<file path="src/rtl/mult_shift_sequencer.sv">
// Sequencer that multiplies or divides the source register by 2^k.
// It drives one single-bit ALU shift per step and writes each partial result back to DST.
module mult_shift_sequencer #(
    parameter int SELECTIONALU  = 3,
    parameter int SELECTIONDECO = 3,
    parameter int COUNTW        = 4,
    parameter logic [SELECTIONDECO-1:0] SRC_REG = 3'b110,
    parameter logic [SELECTIONDECO-1:0] DST_REG = 3'b000,
    parameter logic [SELECTIONDECO-1:0] NOWRITE = 3'b111,
    parameter logic [SELECTIONALU-1:0]  ALU_PASS = 3'b000,
    parameter logic [SELECTIONALU-1:0]  ALU_SHL  = 3'b100,
    parameter logic [SELECTIONALU-1:0]  ALU_SHR  = 3'b101
) (
    input  logic                     clk,
    input  logic                     lowRst,
    input  logic                     sStart,
    input  logic                     sMode,
    input  logic [COUNTW-1:0]        sCount,
    input  logic                     sCarry,
    output logic [SELECTIONDECO-1:0] sSelDecoA,
    output logic [SELECTIONDECO-1:0] sSelDecoB,
    output logic [SELECTIONDECO-1:0] sSelDecoC,
    output logic [SELECTIONALU-1:0]  sSelAlu,
    output logic                     sBusy,
    output logic                     sDone,
    output logic                     sErr
);

    typedef enum logic [2:0] {
        IDLE  = 3'd0,
        LOAD  = 3'd1,
        COPY  = 3'd2,
        SHIFT = 3'd3,
        WRITE = 3'd4,
        DONE  = 3'd5,
        ERROR = 3'd6
    } state_t;

    state_t            state;
    state_t            next_state;
    logic [COUNTW-1:0] count;
    logic              mode;
    logic              first;

    always_ff @(posedge clk or negedge lowRst) begin
        if (!lowRst) begin
            state <= IDLE;
            count <= '0;
            mode  <= 1'b0;
            first <= 1'b1;
        end else begin
            state <= next_state;
            case (state)
                LOAD: begin
                    count <= sCount;
                    mode  <= sMode;
                    first <= 1'b1;
                end
                WRITE: begin
                    first <= 1'b0;
                    // Guarded decrement keeps the counter from wrapping
                    if (count != '0) begin
                        count <= count - 1'b1;
                    end
                end
                default: ;
            endcase
        end
    end

    always_comb begin
        next_state = state;
        sSelDecoA  = '0;
        sSelDecoB  = '0;
        sSelDecoC  = NOWRITE;
        sSelAlu    = ALU_PASS;
        sBusy      = 1'b0;
        sDone      = 1'b0;
        sErr       = 1'b0;
        case (state)
            IDLE: begin
                if (sStart) begin
                    next_state = LOAD;
                end
            end
            LOAD: begin
                sBusy      = 1'b1;
                sSelDecoA  = SRC_REG;
                next_state = (sCount == '0) ? COPY : SHIFT;
            end
            COPY: begin
                sBusy      = 1'b1;
                sSelDecoA  = SRC_REG;
                sSelDecoC  = DST_REG;
                next_state = DONE;
            end
            SHIFT: begin
                sBusy      = 1'b1;
                sSelDecoA  = first ? SRC_REG : DST_REG;
                sSelAlu    = mode ? ALU_SHR : ALU_SHL;
                next_state = WRITE;
            end
            WRITE: begin
                sBusy     = 1'b1;
                sSelDecoA = first ? SRC_REG : DST_REG;
                sSelAlu   = mode ? ALU_SHR : ALU_SHL;
                sSelDecoC = DST_REG;
                // The overflowing write still lands, so DST keeps the truncated value
                if (!mode && sCarry) begin
                    next_state = ERROR;
                end else if (count <= COUNTW'(1)) begin
                    next_state = DONE;
                end else begin
                    next_state = SHIFT;
                end
            end
            DONE: begin
                sDone = 1'b1;
                if (!sStart) begin
                    next_state = IDLE;
                end
            end
            ERROR: begin
                sErr = 1'b1;
                if (!sStart) begin
                    next_state = IDLE;
                end
            end
            default: next_state = IDLE;
        endcase
    end

endmodule

</file>
<file path="config.mk">
export PLATFORM = sky130hd
export DESIGN_NAME = mult_shift_sequencer
export DESIGN_NICKNAME = d
export VERILOG_FILES = /design/src/rtl/mult_shift_sequencer.sv
export SDC_FILE = /design/constraint.sdc
export NUM_CORES = 1
export LEC_CHECK = 0
export CAP_MARGIN = 10
export CORE_MARGIN = 4
export CORE_UTILIZATION = 35
export CTS_BUF_LIST = sky130_fd_sc_hd__clkbuf_8
export CTS_CLUSTER_DIAMETER = 50
export DETAILED_ROUTE_END_ITERATION = 8
export GPL_TIMING_DRIVEN = 0
export PLACE_DENSITY = 0.66
export SETUP_SLACK_MARGIN = 0.2
export SYNTH_ARGS = -nofsm -noshare
export SYNTH_HDL_FRONTEND = slang
export SYNTH_SLANG_ARGS = --single-unit
</file>
<file path="constraint.sdc">
create_clock -name clk -period 2.1 [get_ports clk]
set_clock_uncertainty 0.15 [all_clocks]
set_input_delay 0.21 -clock clk [delete_from_list [all_inputs] [get_ports clk]]
set_output_delay 0.21 -clock clk [all_outputs]
set_load 0.05 [all_outputs]
</file>
==> metrics.csv <==
metric,value,unit
final setup fails,0,
Reg area,226,um^2
first-pass GRT wire length,3.30,mm
clock transition at the registers of the reported paths,0.05,ns
Worst-Skew Late Latency,0.24,ns
Initial Utilization,0.385,
"commonest non-fill, non-tap cell in the layout",buf_4,
ys flop type,dfrtp_1,
crit path capture type,output port,
H-tree Lvls,1,
share of layout cells above drive strength 1,0.419,
worst-path maximum fanout,4,
Post-route DRC,0,
Worst R2R Setup Slack,0.33,ns
final clock period utilization by the worst path,0.928,
Worst setup SP type,flip-flop,
Die Wd,55.4,um
# hold bufs at CTS,0,
CTS buffer count,3,
Post-Route WL,1.89,mm
Port Buffers,18,
final hold vios,0,
"FFs w/ async S/R, synth",1.00,
Initial DRC Count,19,
post-synthesis instance total,91,
minimum clock period,1.95,ns
max-capacitance violation count,0,
chip height,55.4,um
"Core Util, Final",0.583,
die area,3070,um^2
"Slew Viols, Final",0,
Vias,738,
Synth Area in Simple Gates,0.213,
Synth Area in XOR/XNOR,0.0223,
ANT cells,0,
post-synthesis mux area share,0.0780,
Final #Nets,136,
register bit total from synthesis,9,
fmax,513,MHz
RSZ-0062 raised after global routing,yes,
Clock Tree Buf Depth,2,
largest net degree at the start of global routing,11,
sequential area share after synthesis,0.288,
number of fill cells in the layout,197,
Root Buffer,clkbuf_8,
Vias/cell,4.89,
Row Count,16,
most frequent cells in the layout,"20 x buf_4, 8 x dfrtp_1, 8 x clkdlybuf4s50_1",
gpl congestion,0.805,
drt wl/cell,12.5,um
Synth cell types,38,
Multi-input gate area,527,um^2
TritonCTS clock tree,yes,
1st-pass router iterations,4,
Mean Syn Cell Area,8.63,um^2
Final ANT Viol Nets,0,
clk sinks,9,
Layout area overhead,51.4,%
core box area,2040,um^2
I/O Pins,24,
CP required,1.74,ns
global-route usage over all layers,0.131,
CP Data Arrival Time,1.59,ns
antenna violations before repair,0,
largest family of logic cells by synthesized area,simple AND/OR/NAND/NOR gates,
Min-Delay Path Class,input pin to asynchronous set/reset pin,
Post-Synth Adder-Cell Area,0.0318,
Post-DP HPWL,1.38,mm
number of flops mapped to enable cells by yosys,0,
Post-Syn Area,786,um^2
vias in the first global route,694,
grt ovf,0,
status,completed,
Compound-Gate Fraction of Synth Area,0.212,
critical path type,flip-flop to output port,
synth warn,0,
critical path, cell delays in order, from the launching register on:
cell	delay, ns
dfrtp_1	0.37
buf_6	0.13
or3b_4	0.37
buf_6	0.13
o21ai_4	0.05
and2_4	0.16
buf_8	0.13
kinds of logic after synthesis:
family,count (synthesis)
xor+xnor,2
mux,6
fa+ha+maj,2
compound gates,23
other cells,1
flops,9
buf+inv,20
simple gates,28
path summary, 6_finish.rpt:
check	start	end	cells after the start
min in group clk	first$_DFFE_PN1P_	first$_DFFE_PN1P_	2
max reg2reg	state[0]$_DFFE_PN0P_	count[1]$_DFFE_PN0P_	6
max in group asynchronous	lowRst	first$_DFFE_PN1P_	1
min reg2reg	first$_DFFE_PN1P_	first$_DFFE_PN1P_	2
max	state[0]$_DFFE_PN0P_	sSelAlu[0]	6
min	lowRst	state[2]$_DFFE_PN0P_	1
Yosys cell counts, types with 2 or more instances:
library cell  instances  area share
nor3_1                2       0.013
o211ai_1              2       0.019
mux2i_1               5       0.064
inv_1                 5       0.024
buf_2                 4       0.025
nor2b_1               6       0.048
nor2_1                5       0.024
dfrtp_1               8        0.25
ha_1                  2       0.032
a21oi_1               3       0.019
nand2_1               5       0.024
o21ai_0               7       0.045
buf_4                10       0.096
and2_1                2       0.016
xnor2_1               2       0.022
final cells by class:
type / count / area share
inverters: 5 / 0.0158
flip-flops and latches: 9 / 0.190
repair buffers: 25 / 0.183
clock buffers: 3 / 0.0347
multi-input cells: 66 / 0.443
clock inverters: 1 / 0.00315
plain buffers: 15 / 0.102
well taps: 27 / 0.0284
registers in the layout, indices dropped and copies added (netlist names):
signal and cells:
state 3, count 4, mode 1, first 1
per-stage QoR:
step / instance area (um^2) / setup slack [ns] / TNS, ns / cells / hold WS (ns)
2_1_floorplan: 833 / 0.166 / 0 / 95 / -0.236
3_3_place_gp: 1050 / -0.376 / -2.28 / 140 / 0.345
3_5_place_dp: 1050 / -0.409 / -2.43 / 140 / 0.370
4_1_cts: 1100 / 0.129 / 0 / 147 / 0.147
5_1_grt: 1190 / 0.0981 / 0 / 151 / 0.156
6_report: 1190 / 0.151 / 0 / 151 / 0.133
timing repair:
item / CTS / global route
buffers inserted: 3 / 4
pin swaps: 2 / 3
gates resized for setup: 64 / 14
endpoints found under the setup margin: 10 / 9
metal layers:
metal	track usage	share of wire	wire, um	vias up
met4	0.0625	0.021	40	0
met5	0	0	0	-
met1	0.160	0.43	813	341
li1	-	-	-	373
met3	0.0350	0.051	97	5
met2	0.213	0.50	943	19
Power is left out: the tool's default activity adds up to more than one toggle a clock period on the data nets, which glitch-free logic cannot reach.
